--- config.mk ---
export PLATFORM = sky130hd
export DESIGN_NAME = inst_encoder_loader
export DESIGN_NICKNAME = d
export VERILOG_FILES = /design/src/rtl/inst_encoder_loader.sv
export SDC_FILE = /design/constraint.sdc
export NUM_CORES = 1
export LEC_CHECK = 0
export ABC_AREA = 0
export CAP_MARGIN = 20
export CORE_UTILIZATION = 40
export CTS_BUF_LIST = sky130_fd_sc_hd__clkbuf_8
export DETAILED_ROUTE_END_ITERATION = 8
export PLACE_DENSITY_LB_ADDON = 0.2
export SLEW_MARGIN = 20
export SYNTH_ARGS = -nofsm -noshare
export SYNTH_HDL_FRONTEND = slang
export SYNTH_SLANG_ARGS = --single-unit
--- constraint.sdc ---
create_clock -name clk -period 4.3 [get_ports clk]
set_input_delay 0.86 -clock clk [delete_from_list [all_inputs] [get_ports clk]]
set_output_delay 0.86 -clock clk [all_outputs]
set_load 0.02 [all_outputs]
--- src/rtl/inst_encoder_loader.sv ---
// inst_encoder_loader: packs MIPS R/I/J field tuples into 32-bit instruction words,
// queues them in a small FIFO and presents each with a sequential byte address
// for writing into instruction memory.
//
// Ports:
//   clk, rst              clock and synchronous active-high reset
//   in_valid / in_ready   field tuple handshake (in_ready depends on registered occupancy only)
//   in_fmt                0=R, 1=I, 2=J, 3=reserved (accepted, dropped, sets err)
//   in_opcode .. in_jmp_target  instruction fields
//   out_valid / out_ready head-of-FIFO handshake
//   out_inst, out_addr    encoded word at the head and its byte address
//   count                 FIFO occupancy
//   err                   sticky flag: an illegal tuple was dropped (cleared only by rst)
//
// Optional build macro INST_ENC_CHECK_EN: when defined, R tuples with a non-zero
// opcode and J tuples whose opcode is not 2 or 3 are also treated as illegal.
module inst_encoder_loader #(
    parameter int                DEPTH     = 4,
    parameter int                ADDR_W    = 32,
    parameter logic [ADDR_W-1:0] BASE_ADDR = '0
) (
    input  logic                     clk,
    input  logic                     rst,
    input  logic                     in_valid,
    output logic                     in_ready,
    input  logic [1:0]               in_fmt,
    input  logic [5:0]               in_opcode,
    input  logic [4:0]               in_rs,
    input  logic [4:0]               in_rt,
    input  logic [4:0]               in_rd,
    input  logic [4:0]               in_shamt,
    input  logic [5:0]               in_funct,
    input  logic [15:0]              in_imm16,
    input  logic [25:0]              in_jmp_target,
    output logic                     out_valid,
    input  logic                     out_ready,
    output logic [31:0]              out_inst,
    output logic [ADDR_W-1:0]        out_addr,
    output logic [$clog2(DEPTH):0]   count,
    output logic                     err
);
    localparam int PW = $clog2(DEPTH);
    localparam int CW = PW + 1;

    logic [31:0]       r_mem [DEPTH];
    logic [PW-1:0]     r_wr;
    logic [PW-1:0]     r_rd;
    logic [CW-1:0]     r_count;
    logic [ADDR_W-1:0] r_addr;
    logic              r_err;
    logic              w_acc;
    logic              w_pop;
    logic              w_push;
    logic              w_illegal;
    logic [31:0]       w_inst;

    assign in_ready  = r_count != CW'(DEPTH);
    assign out_valid = r_count != '0;
    assign out_inst  = out_valid ? r_mem[r_rd] : 32'h0;
    assign out_addr  = r_addr;
    assign count     = r_count;
    assign err       = r_err;

    assign w_acc  = in_valid && in_ready;
    assign w_pop  = out_valid && out_ready;
    assign w_push = w_acc && !w_illegal;

`ifdef INST_ENC_CHECK_EN
    assign w_illegal = (in_fmt == 2'd3) ||
                       (in_fmt == 2'd0 && in_opcode != 6'd0) ||
                       (in_fmt == 2'd2 && in_opcode != 6'd2 && in_opcode != 6'd3);
`else
    assign w_illegal = in_fmt == 2'd3;
`endif

    always_comb begin
        w_inst = in_fmt == 2'd0 ? {in_opcode, in_rs, in_rt, in_rd, in_shamt, in_funct} :
                 in_fmt == 2'd1 ? {in_opcode, in_rs, in_rt, in_imm16} :
                                  {in_opcode, in_jmp_target};
    end

    // Storage needs no reset: entries are only visible while counted.
    always_ff @(posedge clk) begin
        if (w_push && !rst)
            r_mem[r_wr] <= w_inst;
    end

    always_ff @(posedge clk) begin
        if (rst) begin
            r_wr    <= '0;
            r_rd    <= '0;
            r_count <= '0;
            r_addr  <= BASE_ADDR;
            r_err   <= 1'b0;
        end else begin
            if (w_push)
                r_wr <= r_wr + 1'b1;
            if (w_pop) begin
                r_rd   <= r_rd + 1'b1;
                r_addr <= r_addr + ADDR_W'(4);
            end
            r_count <= r_count + CW'(w_push) - CW'(w_pop);
            if (w_acc && w_illegal)
                r_err <= 1'b1;
        end
    end
endmodule

* Word-level counts from Yosys, hierarchy flattened *
Memories as Yosys holds them, arrays and structs flattened. A register that Yosys moved wholly into a read port is not among the register bits.
Index checks and enable logic that the tools add are counted.
Widths: inputs -> output; s select.

word-level totals
  register bits after elaboration = 40
  bits in latches = 0
  bits in writable memories = 128
  bits in read-only memories = 0
  bits of input ports = 80
  output and inout port bits = 70
  word-level logic and storage cells = 30
  memories kept = 1

cells by class
  add/sub/neg operators = 5
  multipliers = 0
  divide/modulo/power cells = 0
  order comparisons = 0
  equality and inequality tests = 3
  shifts and indexed selects = 0
  mux-type cells = 7
  bitwise operators = 0
  reduce and logical (&&, ||, !) cells = 9

memory list
  memory  depth  bits a word  read ports  clocked after Yosys merged registers in  wr ports  line  source
  r_mem   4      32           1           1                                        1         45    logic [31:0] r_mem [DEPTH];

operator list
  kind                   count
  $mux 26                2
  $add 32x3->32 const B  1
  $mux 32                1
  $logic_and 1x1->1      5
  $add 2x1->2 const B    2
  $mux 2                 2
  $add 3x1->3            1
  $ne 3x3->1 const B     1
  $reduce_bool 3->1      1
  $sub 3x1->3            1
  $eq 2x1->1 const B     1
  $eq 2x2->1 const B     1
  $logic_not 1->1        2
  $logic_not 2->1        1
  $mux 1                 2

* Logic depth before layout (Yosys ltp) *
  depth in word-level cells = 6
  mapped depth = 10
  depth with buffers taken out = 9

* Worst setup path before layout *
Ideal clock, no wire load.

  path type = input -> register
  from = in in_fmt[0]
  to = mem r_mem[0][0] (enable)
  setup time = 0.392 ns
  data arrival time = 2.256 ns
  slack = 1.652 ns
  cell stages on the path = 5
  path buffers = 1
  cell sequence = buf_2 -> nand2_1 -> nand3_1 -> nor2_1 -> and2_1

between the ends
  longest elaborated chain between the ends = 6

ends and longest elaborated chain
  what                          line  source
  start: declaration            26    input logic [1:0] in_fmt,
  $eq 2x2->1                    73    assign w_illegal = in_fmt == 2'd3;
  $logic_not 1->1               66    assign w_push = w_acc && !w_illegal;
  $logic_and 1x1->1             66
  $logic_and 1x1->1             84    if (w_push && !rst)
  $mux 1                        84
  $mux 1 (not written as such)  85    r_mem[r_wr] <= w_inst;
  end: declaration              45

Every way passes these cells.

==> flow_metrics.tcl <==
set metrics [dict create \
    path_clk_slew_ns 0.09 \
    htreeDepth 4 \
    p_sw_mw 1.36 \
    synthCells 494 \
    swShare_pct 30.8 \
    leakage_nw 3.07 \
    synthTopCellsByArea "edfxtp_1, dfxtp_1, mux4_2" \
    die_w_um 137 \
    cts_tree "yes" \
    antenna_found_initial 0 \
    cp-start-kind "flip-flop" \
    cts_setup_buffers 0 \
    start_util_pct 41.5 \
    fin_area_um2 9310 \
    synthToLayoutAreaGrowth_pct 28.0 \
    skew_ns 0.0102 \
    final-setup-viol-count 0 \
    grtUsageMet2_pct 28.7 \
    tns_ns 0 \
    io_buffers 147 \
    yosys_warnings 0 \
    clock_path_buffers 2 \
    path_max_fanout 17 \
    coreArea_um2 17500 \
    grtUsageMet1_pct 22.3 \
    cts-root-buf "clkbuf_8" \
    die_y_um 137 \
    grt_max_degree 50 \
    remaining_drc_errors 0 \
    cap_viol_max_count 0 \
    netlist_area_um2 7270 \
    rows 48 \
    grt_setup_unrepaired "no" \
    synth_flop_cell "edfxtp_1" \
    hold_viol 0 \
    dpl-instance-area_um2 8940 \
    p_int_mw 3.05 \
    hp-class "reg2reg" \
    synth.most_common_cell "edfxtp_1" \
    arrival_ns 2.71 \
    n_fill_cell 1478 \
    grtUsageTotal_pct 17.4 \
    seqPwrFrac_pct 44.0 \
    die_area_um2 18700 \
    p_comb_share_pct 32.7 \
    route.final.wire_length_mm 15.2 \
    synth.yosys.seq_area_share_pct 63.8 \
    setup_ws_ns 0.733 \
    drt_first_pass_iters 6 \
    synth_area_leader_cell "edfxtp_1" \
    cts_resized 0 \
    drt-vias-per-instance 5.13 \
    netlist.area_leader.share_pct 52.8 \
    dp_cells 843 \
    synth.avg_cell_area_um2 14.7 \
    dp_hpwl_mm 9.88 \
    dp_slack_ns 1.14 \
    synth_seq_cells 168 \
    hold_buffers 0 \
    timing.hold.ws_ns 0.496 \
    num_vias 4494 \
    relSlewSlack_pct 36.8 \
    synth-async-reset-ratio_pct 0 \
    min_period_over_period_pct 83.0 \
    grt_pass1_vias 4641 \
    ir_worst_vdd_mv 0.320 \
    synthTopCellsByCount "edfxtp_1, dfxtp_1, and2_1" \
    cts.sink_count 168 \
    routabilityCongestion 0.727 \
    max_freq_mhz 280 \
    pin_count 150 \
    grt_pass1_wl_mm 23.9 \
    crit_required_ns 3.44 \
    met3_usage_pct 3.96 \
    grt-ovfl-total 0 \
    period_minus_slack_ns 3.57 \
    path_class "reg2out" \
    drtIter0Drc 288 \
    status "finished clean" \
    final_cells 876 \
    routedWlPerCell_um 17.4 \
    ant_nets 0 \
    end_kind "output pin" \
    cts_inserted_buffers 17 \
    clk-insertion-delay-late_ns 0.45 \
    grt_busiest_layer "met2" \
    drive_above_1_share_pct 15.2 \
    powerDensity_nw_per_um2 474 \
    worstMarginPinSlew_ns 0.948 \
    p_clk_share_pct 23.3 \
    drv_slew 0 \
    layout.nets 725 \
    synth_edf_count 128 \
    yosysUniqueCellTypes 38 \
]
## placed cells by master (no fill, tap or decap), drive strengths merged, types with 6 or more instances in the layout
cell type / count
xor2: 7
nor3: 9
mux4: 32
clkbuf: 17
xnor2: 6
ha: 7
o21ai: 21
a21oi: 11
nand3: 11
nand2: 27
mux2: 20
nor2: 28
edfxtp: 128
dfxtp: 40
clkinvlp: 6
clkdlybuf4s50: 146
or3: 6
or4: 6
and2: 37
nand4: 7
clkinv: 6
mux2i: 18
inv: 12
o31ai: 6
and4: 6
buf: 6
nor2b: 11
## critical path, cell delays in order, from the launching register on
cell and delay, ns:
dfxtp_2 0.73, buf_12 0.27, mux4_2 0.52, and2_1 0.18
clkdlybuf4s50_1 0.54
## cell type report
class	count	area (um2)	area share [%]
Sequential cell	168	4650	49.9
Multi-Input combinational cell	288	2460	26.4
Clock buffer	17	234	2.51
Antenna cell	1	2.50	0.0269
Tap cell	225	282	3.02
Timing Repair Buffer	152	1520	16.3
Inverter	10	37.5	0.403
Clock inverter	15	130	1.40
## routing by layer
metal | vias up | wire length, um
li1 | 2138 | -
met1 | 2232 | 6840
met2 | 109 | 7530
met3 | 15 | 648
met4 | 0 | 197
met5 | - | 0
## power groups by stage
stage                     clock, mW  combinational, mW  sequential (mW)
after floorplan                   0              0.877             1.93
after global placement            0               1.46             1.98
after detailed placement          0               1.47             1.98
after CTS                      1.06               1.48             1.95
after global routing           1.12               1.56             1.96
final                          1.03               1.44             1.94
## sequential cells by signal (all words and copies together) (netlist names), named ones only
| signal | flops |
|---|---|
| count | 3 |
| out_addr | 30 |
| r_mem | 128 |
| r_rd | 2 |
| r_wr | 2 |
| err | 1 |
## metrics by stage
step / power, mW / utilization (%)
6_report: 4.41 / 53.1
4_1_cts: 4.49 / 53.1
5_1_grt: 4.64 / 53.1
3_3_place_gp: 3.44 / 51.0
2_1_floorplan: 2.81 / -
3_5_place_dp: 3.46 / 51.0
## logic make-up (layout without fill, tap and decap cells)
kind of cell             after synthesis  after routing  share of synthesized area (%)
multiplexers                          70             70                           15.5
buffers and inverters                 39            194                           2.43
AND/OR/NAND/NOR                      155            155                           12.1
other                                  1              3                         0.0516
flip-flops                           168            168                           63.8
adder cells (fa/ha/maj)                8              8                           1.48
AO/OA/AOI/OAI                         40             40                           3.06
XOR/XNOR                              13             13                           1.57
## path summary, 6_finish.rpt
kind / cells after the start / slack [ns] / end / startpoint
max: 4 / 0.73 / out_inst[3] / flip-flop
min: 2 / 0.50 / out_addr[31]$_SDFFE_PP0P_ / out_addr[31]$_SDFFE_PP0P_
max reg2reg: 5 / 1.83 / out_addr[28]$_SDFFE_PP0P_ / count[1]$_SDFF_PP0_
min reg2reg: 2 / 0.50 / out_addr[31]$_SDFFE_PP0P_ / out_addr[31]$_SDFFE_PP0P_
Note: power is estimated with default switching activity, not from simulation.
